File: config.mk
export PLATFORM = sky130hd
export DESIGN_NAME = fnd_scan_rx
export DESIGN_NICKNAME = d
export VERILOG_FILES = /design/src/rtl/fnd_pkg.sv /design/src/rtl/seg_to_bcd.sv /design/src/rtl/fnd_scan_rx.sv
export SDC_FILE = /design/constraint.sdc
export NUM_CORES = 1
export LEC_CHECK = 0
export ABC_AREA = 1
export BUFFER_PORTS_ARGS = -buffer_cell sky130_fd_sc_hd__buf_4
export CORE_MARGIN = 10
export CORE_UTILIZATION = 50
export DETAILED_ROUTE_END_ITERATION = 8
export PLACE_DENSITY = 0.72
export SYNTH_ARGS = -nofsm -noshare
export SYNTH_HDL_FRONTEND = slang
export SYNTH_HIERARCHICAL = 1
export SYNTH_SLANG_ARGS = --single-unit
export TNS_END_PERCENT = 10
File: constraint.sdc
create_clock -name clk -period 1.8 [get_ports clk]
set_input_delay 0.36 -clock clk [delete_from_list [all_inputs] [get_ports clk]]
set_output_delay 0.36 -clock clk [all_outputs]
set_load 0.02 [all_outputs]
File: src/rtl/fnd_pkg.sv
// Shared definitions for the six-digit FND display path: glyph patterns,
// digit positions on the scan bus, receiver error codes and FSM states.
package fnd_pkg;

  // Segment order is {a,b,c,d,e,f,g}, active-high.
  localparam logic [6:0] GLYPH_0 = 7'b1111110;
  localparam logic [6:0] GLYPH_1 = 7'b0110000;
  localparam logic [6:0] GLYPH_2 = 7'b1101101;
  localparam logic [6:0] GLYPH_3 = 7'b1111001;
  localparam logic [6:0] GLYPH_4 = 7'b0110011;
  localparam logic [6:0] GLYPH_5 = 7'b1011011;
  localparam logic [6:0] GLYPH_6 = 7'b1011111;
  localparam logic [6:0] GLYPH_7 = 7'b1110000;
  localparam logic [6:0] GLYPH_8 = 7'b1111111;
  localparam logic [6:0] GLYPH_9 = 7'b1110011;

  localparam int unsigned NUM_DIGITS = 6;

  localparam logic [2:0] DIG_SEC_ONES  = 3'd0;
  localparam logic [2:0] DIG_SEC_TENS  = 3'd1;
  localparam logic [2:0] DIG_MIN_ONES  = 3'd2;
  localparam logic [2:0] DIG_MIN_TENS  = 3'd3;
  localparam logic [2:0] DIG_HOUR_ONES = 3'd4;
  localparam logic [2:0] DIG_HOUR_TENS = 3'd5;

  typedef enum logic [1:0] {
    ERR_NONE  = 2'd0,
    ERR_GLYPH = 2'd1,
    ERR_SEQ   = 2'd2,
    ERR_RANGE = 2'd3
  } err_code_e;

  // COLn encodes "next expected digit index n", so the state value doubles
  // as the index to compare against.
  typedef enum logic [2:0] {
    ST_IDLE  = 3'd0,
    ST_COL1  = 3'd1,
    ST_COL2  = 3'd2,
    ST_COL3  = 3'd3,
    ST_COL4  = 3'd4,
    ST_COL5  = 3'd5,
    ST_CHECK = 3'd6
  } rx_state_e;

  function automatic logic [5:0] bcd_to_bin(input logic [3:0] tens,
                                            input logic [3:0] ones);
    logic [5:0] t6;
    t6 = {2'b00, tens};
    return t6 * 6'd10 + {2'b00, ones};
  endfunction

endpackage

File: src/rtl/seg_to_bcd.sv
// Inverse of the display encoder: maps a 7-segment glyph back to its decimal
// digit and flags any pattern the encoder can never produce.
module seg_to_bcd
  import fnd_pkg::*;
(
  input  logic [6:0] seg,
  output logic       valid,
  output logic [3:0] digit
);

  always_comb begin
    // NOTE: every output gets a default before the case so no latch is inferred.
    valid = 1'b1;
    digit = 4'd0;
    case (seg)
      GLYPH_0: digit = 4'd0;
      GLYPH_1: digit = 4'd1;
      GLYPH_2: digit = 4'd2;
      GLYPH_3: digit = 4'd3;
      GLYPH_4: digit = 4'd4;
      GLYPH_5: digit = 4'd5;
      GLYPH_6: digit = 4'd6;
      GLYPH_7: digit = 4'd7;
      GLYPH_8: digit = 4'd8;
      GLYPH_9: digit = 4'd9;
      default: valid = 1'b0;
    endcase
  end

endmodule

File: src/rtl/fnd_scan_rx.sv
// Scan-side receiver for the multiplexed FND bus: filters digit dwells,
// reassembles an HH:MM:SS frame and reports it or the first error found.
module fnd_scan_rx
  import fnd_pkg::*;
#(
  parameter int unsigned SETTLE_CYC = 4
) (
  input  logic       clk,
  input  logic       rst_n,
  input  logic [6:0] i_seg,
  input  logic       i_seg_dp,
  input  logic [5:0] i_seg_enb,
  output logic [5:0] o_hour,
  output logic [5:0] o_min,
  output logic [5:0] o_sec,
  output logic [5:0] o_dp,
  output logic       o_frame_vld,
  output logic       o_err,
  output logic [1:0] o_err_code
);

  localparam logic [7:0] SETTLE = 8'(SETTLE_CYC);

  logic [6:0] seg_q;
  logic       dp_q;
  logic [5:0] enb_q;
  logic [7:0] dwell_cnt;
  logic       accept;

  // The counter scores the sample being registered on this edge, so it
  // reaches SETTLE on the SETTLE_CYC-th edge that sees the new enable.
  always_ff @(posedge clk or negedge rst_n) begin
    if (!rst_n) begin
      seg_q     <= '0;
      dp_q      <= 1'b0;
      enb_q     <= '1;
      dwell_cnt <= '0;
      accept    <= 1'b0;
    end else begin
      seg_q <= i_seg;
      dp_q  <= i_seg_dp;
      enb_q <= i_seg_enb;
      if (i_seg_enb != enb_q) begin
        dwell_cnt <= 8'd1;
      end else if (dwell_cnt != SETTLE) begin
        dwell_cnt <= dwell_cnt + 8'd1;
      end
      accept <= (i_seg_enb == enb_q) && (dwell_cnt == SETTLE - 8'd1);
    end
  end

  // Enable decode: blank, multiple-low, or the index of the single low bit.
  logic [5:0] enb_low;
  logic       is_blank;
  logic       is_multi;
  logic [2:0] idx;

  assign enb_low  = ~enb_q;
  assign is_blank = (enb_q == 6'h3F);
  assign is_multi = |(enb_low & (enb_low - 6'd1));

  always_comb begin
    idx = 3'd0;
    for (int k = 0; k < NUM_DIGITS; k++) begin
      if (enb_low[k]) idx = 3'(k);
    end
  end

  logic       glyph_ok;
  logic [3:0] glyph_val;

  seg_to_bcd u_seg_to_bcd (
    .seg   (seg_q),
    .valid (glyph_ok),
    .digit (glyph_val)
  );

  // NOTE: the digit store has no reset; every entry is rewritten by the
  // current frame before CHECK reads it.
  logic [3:0] dig [NUM_DIGITS];
  logic [5:0] dp_st;
  logic       store_en;

  always_ff @(posedge clk) begin
    if (store_en) begin
      dig[idx]   <= glyph_val;
      dp_st[idx] <= dp_q;
    end
  end

  logic [5:0] hour_val;
  logic [5:0] min_val;
  logic [5:0] sec_val;
  logic       range_ok;

  assign hour_val = bcd_to_bin(dig[DIG_HOUR_TENS], dig[DIG_HOUR_ONES]);
  assign min_val  = bcd_to_bin(dig[DIG_MIN_TENS],  dig[DIG_MIN_ONES]);
  assign sec_val  = bcd_to_bin(dig[DIG_SEC_TENS],  dig[DIG_SEC_ONES]);
  assign range_ok = (dig[DIG_HOUR_TENS] <= 4'd2) && (hour_val <= 6'd23) &&
                    (dig[DIG_MIN_TENS]  <= 4'd5) && (dig[DIG_SEC_TENS] <= 4'd5);

  rx_state_e state;
  rx_state_e state_nxt;
  logic      err_set;
  err_code_e err_nxt;
  logic      frame_load;

  always_ff @(posedge clk or negedge rst_n) begin
    if (!rst_n) state <= ST_IDLE;
    else        state <= state_nxt;
  end

  always_comb begin
    state_nxt  = state;
    store_en   = 1'b0;
    err_set    = 1'b0;
    err_nxt    = ERR_NONE;
    frame_load = 1'b0;
    if (state == ST_CHECK) begin
      state_nxt = ST_IDLE;
      if (range_ok) begin
        frame_load = 1'b1;
      end else begin
        err_set = 1'b1;
        err_nxt = ERR_RANGE;
      end
    end else if (accept && !is_blank) begin
      if (state == ST_IDLE && !is_multi && idx != DIG_SEC_ONES) begin
        // Waiting for a frame start: mid-scan digits are not errors.
        state_nxt = ST_IDLE;
      end else if (!glyph_ok) begin
        err_set   = 1'b1;
        err_nxt   = ERR_GLYPH;
        state_nxt = ST_IDLE;
      end else if (is_multi) begin
        err_set   = 1'b1;
        err_nxt   = ERR_SEQ;
        state_nxt = ST_IDLE;
      end else if (idx == DIG_SEC_ONES) begin
        store_en  = 1'b1;
        state_nxt = ST_COL1;
        if (state != ST_IDLE) begin
          err_set = 1'b1;
          err_nxt = ERR_SEQ;
        end
      end else if (idx == 3'(state)) begin
        store_en  = 1'b1;
        state_nxt = (state == ST_COL5) ? ST_CHECK : rx_state_e'(state + 3'd1);
      end else begin
        err_set   = 1'b1;
        err_nxt   = ERR_SEQ;
        state_nxt = ST_IDLE;
      end
    end
  end

  always_ff @(posedge clk or negedge rst_n) begin
    if (!rst_n) begin
      o_hour      <= '0;
      o_min       <= '0;
      o_sec       <= '0;
      o_dp        <= '0;
      o_frame_vld <= 1'b0;
      o_err       <= 1'b0;
      o_err_code  <= ERR_NONE;
    end else begin
      o_frame_vld <= frame_load;
      o_err       <= err_set;
      if (frame_load) begin
        o_hour <= hour_val;
        o_min  <= min_val;
        o_sec  <= sec_val;
        o_dp   <= dp_st;
      end
      if (err_set) o_err_code <= err_nxt;
    end
  end

endmodule

---- Word-level counts from Yosys, hierarchy flattened ----
Memory sizes are Yosys's and may differ from the RTL's.
Index checks and enable logic that the tools add are counted.
word-level totals
  memory bits (writable) .................. 24
  memories ................................ 1
  output and inout bits ................... 28
  bits in registers ....................... 60
memory list
  memory  depth  bits a word  rd ports  clocked after Yosys merged registers in  write ports  line               RTL
  dig     6      4            6         0                                        1            fnd_scan_rx.sv:80  logic [3:0] dig [NUM_DIGITS];
operators by class
  eq/ne operators ......................... 18
  mux-type cells .......................... 49
  multipliers ............................. 3
  bitwise gates (word level) .............. 2
  reductions and logical operators ........ 18
  add/subtract/negate cells ............... 6
  $lt $le $gt $ge ......................... 6
operators with widths
  kind                                                                    number
  7-bit equality test (second input constant)                             8
  3-bit two-way mux                                                       12
  4-bit one-hot mux with 9 select lines                                   1
  1-bit two-way mux                                                       23
  6-bit by 4-bit adder with 6-bit output                                  3
  2-bit two-way mux                                                       9
  8-bit two-way mux                                                       2
  4-bit by 3-bit multiplier with 5-bit output (second input constant)     3
  7-bit by 6-bit equality test with 1-bit output (second input constant)  2
  10-bit OR reduction                                                     1
  8-bit by 1-bit adder with 8-bit output (second input constant)          1
  8-bit by 2-bit equality test with 1-bit output (second input constant)  1
  4-bit by 3-bit <= comparator with 1-bit output (second input constant)  2
  1-bit logical AND                                                       8
  8-bit by 3-bit != test with 1-bit output (second input constant)        1
  6-bit AND                                                               1
  6-bit bitwise mux                                                       1
  3-bit equality test (second input constant)                             2
  6-bit equality test                                                     1
  6-bit equality test (second input constant)                             1
  6-bit by 5-bit <= comparator with 1-bit output (second input constant)  1
  3-bit logical NOT                                                       2
  6-bit != test                                                           1
  6-bit NOT                                                               1
  other kinds (11)                                                        14

---- Longest topological paths before layout ----
Gate-level depths: netlist (run 1).
  depth in word-level cells ............... 16
  depth in mapped cells ................... 16
  mapped depth without buffers ............ 15

---- By module ----
The synthesis (run 1) kept the hierarchy.
by module, submodules not included
  module       area an instance (sq um)  instances  cells an instance
  fnd_scan_rx  4012.6                    1          407
  seg_to_bcd   225.2                     1          54

---- Least setup slack after synthesis (run 1) ----
OpenSTA, ideal clock, no wires.
  path kind ............................... register to register
  start point ............................. memory dig[5][0]
  end point ............................... register o_dp[1]
  required time ........................... 1.683 ns
  setup slack ............................. -0.201 ns
  arrival time ............................ 1.885 ns
  cell stages (with the launch flop) ...... 14
  setup time .............................. 0.117 ns
  cell sequence ........................... edfxtp_1 > ha_1 > ha_1 > a21oi_1 > nand2_1 > nand2_1 > nand3_1 > nand3_1 > inv_1 > nand2_2 > inv_2 > buf_4 > nand2_1 > nand2_1
RTL lines
  element               line                RTL
  from (decl)           fnd_scan_rx.sv:80
  to (signal assigned)  fnd_scan_rx.sv:173  o_dp <= dp_st;
  to (decl)             fnd_scan_rx.sv:16   output logic [5:0] o_dp,

==> results of run 1 <==
power by group:
| group | internal [mW] | switching (mW) |
|---|---|---|
| logic | 0.0843 | 0.108 |
| clock network | 0.681 | 0.643 |
| registers | 2.00 | 0.0221 |
| total | 2.76 | 0.773 |
how the worst max path moves through the flow:
stage                          endpoint  slack [ns]
after global routing          o_hour[1]       -0.41
after detailed placement       o_sec[3]       -0.24
after global placement    o_err_code[1]       -0.15
after CTS                      o_min[1]       -0.23
final                           o_dp[1]       -0.30
after floorplan                 o_dp[1]       -0.09
critical path: cells and delay by family (launching register included):
family | cells | cell delay (ns)
buffers and inverters | 6 | 0.41
DFF | 1 | 0.43
and+or+nand+nor | 8 | 0.59
adders and majority gates | 2 | 0.56
layout by cell type, fill, tap and decap left out, drive strengths merged:
master,synthesis,routed
nor2,46,46
a21oi,14,14
nor3,8,8
o211ai,1,1
fa,3,3
or2,4,4
o21a,2,2
xnor2,2,2
o22ai,1,1
o21ai,20,20
nand2,134,134
bufinv,0,1
o21bai,1,1
nand3,30,30
inv,66,68
dfstp,6,6
edfxtp,30,30
xor2,11,11
ha,25,25
clkinv,0,2
nor2b,1,1
nor4,3,3
buf,4,94
clkbuf,0,12
dfrtp,48,48
nand4,1,1
metal layers:
layer  global-route usage (%)  vias up  routed length [µm]
li1                         -     1678                   -
met5                        0        -                   0
met1                     16.4     1515                3800
met4                     4.65        0                 144
met3                     3.35       14                 322
met2                     27.0       63                4740
cell type report:
cell class	instances	share of cell area, %
clock buffer	12	2.64
tap	105	2.39
timing repair buffer	94	13.7
clock inverter	4	0.866
timing repair inverter	1	0.160
inverter	66	4.74
multi-input combinational	307	34.4
sequential	84	41.2
cells by family (layout without fill, tap and decap cells):
| family | count (synthesis) | after routing | share of synthesized area (%) |
|---|---|---|---|
| AOI/OAI and AO/OA | 39 | 39 | 5.05 |
| xor gates and xnor gates | 13 | 13 | 2.69 |
| adders and majority gates | 28 | 28 | 8.80 |
| buffers and inverters | 70 | 177 | 6.38 |
| DFF | 84 | 84 | 53.3 |
| and+or+nand+nor | 227 | 227 | 23.8 |
cells in the mapped netlist, drive strengths merged:
cell type / instances / area share, %
nand3: 30 / 3.8
a21oi: 14 / 1.7
nor2b: 1 / 0.15
nand4: 1 / 0.15
inv: 66 / 5.8
o21a: 2 / 0.35
o21ai: 20 / 2.5
ha: 25 / 7.4
fa: 3 / 1.4
buf: 4 / 0.53
xor2: 11 / 2.3
dfstp: 6 / 3.7
nor3: 8 / 1.3
nand2: 134 / 13
nor2: 46 / 4.7
dfrtp: 48 / 28
o22ai: 1 / 0.15
or2: 4 / 0.59
o211ai: 1 / 0.18
o21bai: 1 / 0.18
xnor2: 2 / 0.41
nor4: 3 / 0.44
edfxtp: 30 / 21
metrics by stage:
step | setup TNS, ns | utilization (%) | setup WS, ns | hold WS, ns | instances
after detailed placement | -10.81 | 62.1 | -0.239 | 0.442 | 652
after global placement | -6.41 | 62.1 | -0.148 | 0.428 | 652
after global routing | -15.95 | 66.8 | -0.413 | 0.0888 | 673
after CTS | -7.94 | 66.0 | -0.234 | 0.0677 | 672
after floorplan | -3.47 | - | -0.0868 | 0.0644 | 461
final | -9.24 | 66.8 | -0.300 | 0.0241 | 673
timing repair:
item,in CTS,in global routing
buffers inserted,3,0
endpoints found under the setup margin,58,65
hold buffers,0,0
cloned,1,1
resized for setup,35,19
pin swaps,2,5
state kept, by name, indices dropped and copies added, names as in the netlist, 3 cells and up:
signal,count
o_sec,6
dig,24
o_dp,6
enb_q,6
o_hour,6
dwell_cnt,8
state,3
seg_q,7
o_min,6
dp_st,6
==> impl_metrics.py, run 1 <==
metrics = {
    "status": {
        "status": "complete, but fails checks",
        "failed_checks": "setup timing",
    },
    "setup_path": {
        "critPathMaxFanout": 7,
        "cp_slowest_cell": "edfxtp_1",
        "critPathLaunchType": "flip-flop",
        "crit_arrival_ns": 2.34,
        "r2r_start": "dig[5][0]",
        "critPathKind": "reg2reg",
        "crit_path_start": "dig[5][0]",
        "ff2ff_setup_slack_ns": -0.30,
        "max_stage_delay_ns": 0.43,
        "rr_endpoint": "o_dp[1]",
        "r2r_cells": 16,
        "path_cells": "ha_2, inv_2, fa_2, inv_2, nand3_2, nand2_2, inv_2, nand2_1, nand2_1, nand3_2, inv_2, nand2_4, buf_8, clkinv_8, nand2_1, nand2_1",
        "required_ns": 2.04,
        "worstSetupEndpointType": "flip-flop",
    },
    "layout": {
        "layout-drive-gt1-share_pct": 31.9,
        "n_fill_cell": 634,
        "multi_input_area_mm2": 0.00189,
        "nNetsFinal": 607,
        "layout.area.seq_mm2": 0.00226,
        "synthToLayoutAreaGrowth_pct": 29.5,
        "postLayoutCellArea_mm2": 0.00549,
        "num_antenna_cells": 0,
    },
    "place": {
        "dpl.hpwl_mm": 6.91,
        "place_area_mm2": 0.00511,
        "portBuffers": 43,
        "gp_congestion": 0.818,
    },
    "power_and_ir_drop": {
        "power.density_mw_per_mm2": 644,
        "p_leak_nw": 2.82,
        "finalPower_mw": 3.54,
        "peakVddDrop_v": 0.000602,
    },
    "grt": {
        "grt_max_degree": 55,
        "track_usage_pct": 14.7,
        "grt_pass1_vias": 3432,
        "grt_pass1_wl_mm": 15.6,
        "grt_overflow": 0,
        "antenna_found_initial": 0,
    },
    "cts": {
        "clock_path_buffers": 2,
        "tritoncts": "built",
        "cts_made_buffers": 9,
        "clk_latency_ns": 0.35,
        "path_clk_slew_ns": 0.08,
        "clockRootBuffer": "clkbuf_8",
        "cts_max_level": 3,
        "clock-sinks": 84,
    },
    "floorplan": {
        "dieWidth_um": 112,
        "core_area_mm2": 0.00822,
        "rows": 33,
        "dieArea_mm2": 0.0126,
        "initial_utilization_pct": 51.6,
        "chipHeight_um": 112,
        "num_io_pins": 44,
    },
    "logic_synthesis": {
        "synth_nets": 505,
        "ys_types": 34,
        "synth_cells": 461,
        "ys_ff_latch": 84,
        "ys_warn_count": 6,
        "syn_area_per_cell_um2": 9.19,
        "ys_seq_area_share_pct": 53.3,
        "syn_area_mm2": 0.00424,
    },
    "drt": {
        "viasPerCell": 4.86,
        "drtAntennaViolNets": 0,
        "wl_per_cell_um": 13.4,
        "drtPass1Iterations": 4,
        "dr_total_vias": 3270,
        "drt_first_iter_violations": 113,
        "post-route-drc-count": 0,
        "wirelength_mm": 9.01,
    },
    "sta": {
        "max_freq_ghz": 0.476,
        "slew_violations": 0,
        "relSlewSlack_pct": 55.6,
        "post-route-period-util_pct": 117,
        "rsz0062_at_grt": "yes",
        "fin_skew_ns": 0.0113,
        "layout_setup_ws_ns": -0.300,
        "period_needed_ns": 2.10,
        "finalHoldViolations": 0,
        "finalSetupViolCount": 53,
        "max_slew.worst_pin.slew_ns": 0.667,
    },
    "flow_run": {
        "cap_violations": 0,
    },
    "worst_hold_path": {
        "hp-class": "in2async",
    },
}
Note: power is estimated with default switching activity, not from simulation.
==> run 2, diff against run 1 <==
--- a/config.mk
+++ b/config.mk
@@ -7,10 +7,13 @@
 export LEC_CHECK = 0
 export ABC_AREA = 1
 export BUFFER_PORTS_ARGS = -buffer_cell sky130_fd_sc_hd__buf_4
+export CELL_PAD_IN_SITES_DETAIL_PLACEMENT = 1
+export CELL_PAD_IN_SITES_GLOBAL_PLACEMENT = 2
 export CORE_MARGIN = 10
-export CORE_UTILIZATION = 50
+export CORE_UTILIZATION = 33
 export DETAILED_ROUTE_END_ITERATION = 8
-export PLACE_DENSITY = 0.72
+export PLACE_DENSITY_LB_ADDON = 0.1
+export SETUP_SLACK_MARGIN = 0.1
 export SYNTH_ARGS = -nofsm -noshare
 export SYNTH_HDL_FRONTEND = slang
 export SYNTH_HIERARCHICAL = 1
==> impl_metrics.py, run 2 (synthesized netlist as in run 1, its figures left out) <==
metrics = {
    "drt": {
        "drtAntennaViolNets": 0,
        "dr_total_vias": 3393,
        "viasPerCell": 4.49,
        "post-route-drc-count": 0,
        "drtPass1Iterations": 4,
        "wirelength_mm": 10.5,
        "wl_per_cell_um": 14.0,
        "drt_first_iter_violations": 93,
    },
    "floorplan": {
        "core_area_mm2": 0.0126,
        "chipHeight_um": 133,
        "dieArea_mm2": 0.0178,
        "initial_utilization_pct": 33.6,
        "dieWidth_um": 133,
        "num_io_pins": 44,
        "rows": 41,
    },
    "setup_path": {
        "cp_slowest_cell": "edfxtp_1",
        "cp-endpoint": "o_min[3]",
        "critPathMaxFanout": 8,
        "critPathLaunchType": "flip-flop",
        "ff2ff_setup_slack_ns": -0.27,
        "crit_top_cell": "nand3_2",
        "crit_path_start": "dig[5][0]",
        "path_cells": "buf_6, ha_4, ha_4, a21oi_4, nand3_2, nand3_2, nand3_2, inv_2, nand2_8, clkbuf_16, nand2_1, o21ai_1",
        "required_ns": 2.04,
        "r2r_start": "dig[5][0]",
        "rr_endpoint": "o_min[3]",
        "critPathKind": "reg2reg",
        "worstSetupEndpointType": "flip-flop",
        "crit_arrival_ns": 2.31,
        "max_stage_delay_ns": 0.41,
        "r2r_cells": 12,
    },
    "sta": {
        "finalSetupViolCount": 58,
        "relSlewSlack_pct": 73.8,
        "max_freq_ghz": 0.483,
        "layout_setup_ws_ns": -0.272,
        "post-route-period-util_pct": 115,
        "period_needed_ns": 2.07,
        "fin_skew_ns": 0.00959,
        "rsz0062_at_grt": "yes",
        "totalNegativeSetupSlack_ns": -10.10,
        "slew_violations": 0,
        "finalHoldViolations": 0,
        "max_slew.worst_pin.slew_ns": 0.393,
    },
    "power_and_ir_drop": {
        "p_int_mw": 3.33,
        "seqPwrFrac_pct": 46.9,
        "finalPower_mw": 4.31,
        "switching_share_pct": 22.8,
        "power.density_mw_per_mm2": 728,
        "p_switching_mw": 0.982,
        "power_frac_comb_pct": 4.8,
        "peakVddDrop_v": 0.000368,
        "p_leak_nw": 2.93,
        "clockPowerShare_pct": 48.3,
    },
    "layout": {
        "synthToLayoutAreaGrowth_pct": 39.9,
        "largest_reg_flops": 24,
        "final_common_cell": "nand2_1",
        "most-common-layout-cells": "104 x nand2_1, 102 x buf_4, 58 x inv_1",
        "layout-drive-gt1-share_pct": 36.0,
        "nNetsFinal": 622,
        "post-route-util_pct": 47.0,
        "top_regs": "dig (24), dwell_cnt (8), seg_q (7)",
        "top_register": "dig",
        "num_antenna_cells": 0,
    },
    "worst_hold_path": {
        "hp-class": "in2reg",
        "holdCritStartpoint": "i_seg[5]",
    },
    "cts": {
        "tritoncts": "built",
        "clock_path_buffers": 2,
        "clock-sinks": 84,
        "clockRootBuffer": "clkbuf_16",
        "cts_made_buffers": 9,
        "path_clk_slew_ns": 0.07,
        "clk_latency_ns": 0.35,
        "cts_max_level": 3,
    },
    "status": {
        "failed_checks": "setup timing",
        "status": "complete, but fails checks",
    },
    "grt": {
        "grt_overflow": 0,
        "antenna_found_initial": 0,
        "grt_pass1_vias": 3598,
        "grt_pass1_wl_mm": 17.6,
        "grt_max_degree": 29,
        "track_usage_pct": 12.3,
    },
    "place": {
        "dpl.hpwl_mm": 7.93,
        "gp_congestion": 0.810,
        "portBuffers": 43,
    },
    "flow_run": {
        "cap_violations": 0,
    },
}
[run 2: cell types whose count changed in the layout (fill, tap and decap cells not counted), sizes merged]
cell and change:
buf +13, clkinv -1, dlygate4sd3 +1, bufinv +1, clkbuf -1, clkinvlp +1
inv +1
[run 2: cell type report]
cell class | count | area, µm²
fill | 1498 | 6690
inverter | 66 | 253
sequential | 84 | 2260
timing repair buffer | 110 | 916
clock buffer | 9 | 225
tap | 172 | 215
clock inverter | 7 | 105
multi-input combinational | 307 | 1950
[run 2: worst min path at each step]
stage | endpoint | slack (ns) | cells after the start
global placement | o_frame_vld | 0.31 | 1
global route | seg_q[4] | 0.1 | 1
detailed placement | o_min[2] | 0.32 | 1
floorplan | accept | 0.06 | 0
CTS | seg_q[5] | 0.10 | 1
finish | seg_q[5] | 0.12 | 1
[run 2: power groups by stage]
stage / clock (mW) / sequential, mW / combinational, mW
after global routing: 2.24 / 2.03 / 0.234
after floorplan: 0 / 2.06 / 0.0789
after global placement: 0 / 2.06 / 0.200
after CTS: 2.15 / 2.02 / 0.209
after detailed placement: 0 / 2.06 / 0.205
final: 2.09 / 2.02 / 0.207
[run 2: through the flow]
step                      cells  area, µm²  setup WS (ns)  hold WS, ns
after global routing        755       5930         -0.395       0.0978
after global placement      730       5290         -0.246        0.314
after floorplan             461       4320        -0.0868       0.0644
final                       755       5930         -0.272        0.117
after CTS                   752       5740         -0.275        0.101
after detailed placement    730       5290         -0.277        0.316
[run 2: per-layer routing]
metal	global-route usage [%]	share of wire [%]	routed length, µm	vias up
met4	5.80	1.7	179	0
met3	3.05	3.9	406	13
met2	21.1	51	5370	38
li1	-	-	-	1706
met5	0	0	0	-
met1	13.9	44	4590	1636
[run 2: timing repair]
action,4_1_cts,5_1_grt
hold endpoints to repair,27,0
endpoints found under the setup margin,61,69
setup buffers,4,1
hold buffers,1,0
pin swaps,5,14
cloned,1,2
gates resized for setup,29,38
[run 2: worst max-delay path: cells and delay by family (launching register included)]
kind / cells / cell delay (ns)
adder cells (fa/ha/maj): 2 / 0.50
AND/OR/NAND/NOR: 5 / 0.42
buffers and inverters: 3 / 0.42
flip-flops: 1 / 0.41
AO/OA/AOI/OAI: 2 / 0.20
==> run 3, diff against run 2 <==
--- a/config.mk
+++ b/config.mk
@@ -13,6 +13,7 @@
 export CORE_UTILIZATION = 33
 export DETAILED_ROUTE_END_ITERATION = 8
 export PLACE_DENSITY_LB_ADDON = 0.1
+export REMOVE_ABC_BUFFERS = 1
 export SETUP_SLACK_MARGIN = 0.1
 export SYNTH_ARGS = -nofsm -noshare
 export SYNTH_HDL_FRONTEND = slang
==> impl_metrics.py, run 3 (synthesized netlist as in run 1, its figures left out) <==
metrics = {
    "status": {
        "status": "complete, but fails checks",
        "failed_checks": "setup timing",
    },
    "sta": {
        "slew_violations": 0,
        "fin_skew_ns": 0.00758,
        "period_needed_ns": 2.12,
        "rsz0062_at_grt": "yes",
        "finalHoldViolations": 0,
        "post-route-period-util_pct": 118,
        "max_freq_ghz": 0.472,
        "max_slew.worst_pin.slew_ns": 0.706,
        "layout_setup_ws_ns": -0.318,
        "finalSetupViolCount": 59,
        "totalNegativeSetupSlack_ns": -11.85,
        "relSlewSlack_pct": 52.9,
    },
    "layout": {
        "largest_reg_flops": 24,
        "most-common-layout-cells": "103 x nand2_1, 103 x buf_4, 57 x inv_1",
        "num_antenna_cells": 0,
        "top_register": "dig",
        "postLayoutCellArea_mm2": 0.00583,
        "top_regs": "dig (24), dwell_cnt (8), seg_q (7)",
        "post-route-util_pct": 46.2,
        "synthToLayoutAreaGrowth_pct": 37.6,
        "fin_cells": 754,
        "layout-drive-gt1-share_pct": 36.3,
        "nNetsFinal": 621,
    },
    "cts": {
        "clock-sinks": 84,
        "tritoncts": "built",
        "clockRootBuffer": "clkbuf_16",
        "clock_path_buffers": 2,
        "clk_latency_ns": 0.34,
        "path_clk_slew_ns": 0.07,
        "cts_made_buffers": 9,
        "cts_max_level": 3,
    },
    "drt": {
        "dr_total_vias": 3392,
        "wl_met3_um": 437,
        "wirelength_mm": 10.9,
        "drtPass1Iterations": 4,
        "top_layer": "met4",
        "drt_first_iter_violations": 100,
        "drtAntennaViolNets": 0,
        "wl_per_cell_um": 14.4,
        "viasPerCell": 4.50,
        "wl_met2_mm": 5.68,
        "wl_met1_mm": 4.61,
        "post-route-drc-count": 0,
    },
    "setup_path": {
        "critPathMaxFanout": 8,
        "cp_top_family": "simple AND/OR/NAND/NOR gates",
        "max_stage_delay_ns": 0.47,
        "worstSetupEndpointType": "flip-flop",
        "cp_slowest_cell": "edfxtp_1",
        "ff2ff_setup_slack_ns": -0.32,
        "worst-path-buf-inv": 2,
        "critPathLaunchType": "flip-flop",
        "r2r_cells": 12,
        "critPathKind": "reg2reg",
        "required_ns": 2.03,
        "path_cells": "ha_4, ha_4, nand3_2, nand2_1, nand2_1, nand3_1, nand3_2, inv_2, nand2_8, buf_12, nand2_1, o21ai_1",
        "crit_top_cell": "nand2_1",
        "crit_cells": 12,
        "r2r_start": "dig[5][0]",
        "rr_endpoint": "o_min[2]",
        "crit_arrival_ns": 2.35,
    },
    "place": {
        "place_ws_ns": -0.444,
        "place_area_mm2": 0.00522,
        "place_inst": 732,
        "portBuffers": 43,
        "gp_congestion": 0.827,
        "dpl.hpwl_mm": 7.91,
    },
    "power_and_ir_drop": {
        "p_switching_mw": 0.948,
        "peakVddDrop_v": 0.000391,
        "clockPowerShare_pct": 44.2,
        "p_leak_nw": 2.88,
        "p_int_mw": 3.04,
        "seqPwrFrac_pct": 50.8,
        "switching_share_pct": 23.8,
        "power_frac_comb_pct": 5.0,
        "power.density_mw_per_mm2": 683,
    },
    "grt": {
        "grt_pass1_wl_mm": 18.1,
        "grt_max_degree": 55,
        "grt_pass1_vias": 3589,
        "track_usage_pct": 12.5,
        "antenna_found_initial": 0,
        "grt_overflow": 0,
    },
    "floorplan": {
        "initial_utilization_pct": 33.6,
        "dieWidth_um": 133,
        "core_area_mm2": 0.0126,
        "dieArea_mm2": 0.0178,
        "chipHeight_um": 133,
        "num_io_pins": 44,
        "rows": 41,
    },
    "flow_run": {
        "cap_violations": 0,
    },
    "worst_hold_path": {
        "hp-class": "in2async",
    },
}
run 3: cell count changes in the layout (fill, tap and decap cells not counted), sizes merged:
cell,before,now
buf,107,108
dlygate4sd3,1,0
bufinv,2,0
clkinvlp,1,4
inv,69,68
clkinv,1,0
run 3: worst max path at each step:
| stage | from | endpoint | slack (ns) |
|---|---|---|---|
| floorplan | dig[5][0] | o_dp[0] | -0.40 |
| global placement | dig[5][0] | o_sec[1] | -0.32 |
| detailed placement | dig[5][0] | o_dp[0] | -0.44 |
| CTS | dig[5][0] | o_dp[5] | -0.25 |
| global route | dig[5][0] | o_min[2] | -0.42 |
| finish | dig[5][0] | o_min[2] | -0.32 |
run 3: metal layers:
metal  vias to the layer above  track usage (%)
met3                        12             3.42
met1                      1634             14.1
met5                         -                0
met4                         0             4.53
li1                       1707                -
met2                        39             22.1
run 3: through the flow:
stage	hold slack, ns	power [mW]
6_report	0.0711	3.99
5_1_grt	0.105	4.17
4_1_cts	0.0955	4.06
3_5_place_dp	0.441	2.26
3_3_place_gp	0.425	2.25
2_1_floorplan	0.0644	2.14
run 3: timing repair:
action,4_1_cts,5_1_grt
hold buffers,0,0
pin swaps,12,9
gates resized for setup,44,31
setup endpoints to repair,67,62
cloned,2,1
setup buffers,3,0
run 3: worst register-to-register path, cell delays in order (launching register included):
cell and delay [ns]:
edfxtp_1 0.47, ha_4 0.30, ha_4 0.29, nand3_2 0.09, nand2_1 0.08, nand2_1 0.07
nand3_1 0.09, nand3_2 0.09, inv_2 0.11, nand2_8 0.12, buf_12 0.17, nand2_1 0.06
o21ai_1 0.07
run 3: area by class of cell:
class,instances,area [µm²]
clock buffer,10,229
tap,172,215
fill,1487,6790
sequential,84,2260
multi-input combinational,307,1930
clock inverter,6,50.0
timing repair buffer,109,896
inverter,66,253
run 3: power by group through the flow:
stage	registers, mW	logic [mW]	clock network (mW)
2_1_floorplan	2.06	0.0789	0
3_3_place_gp	2.06	0.193	0
3_5_place_dp	2.06	0.197	0
4_1_cts	2.02	0.203	1.84
5_1_grt	2.03	0.226	1.92
6_report	2.02	0.198	1.76
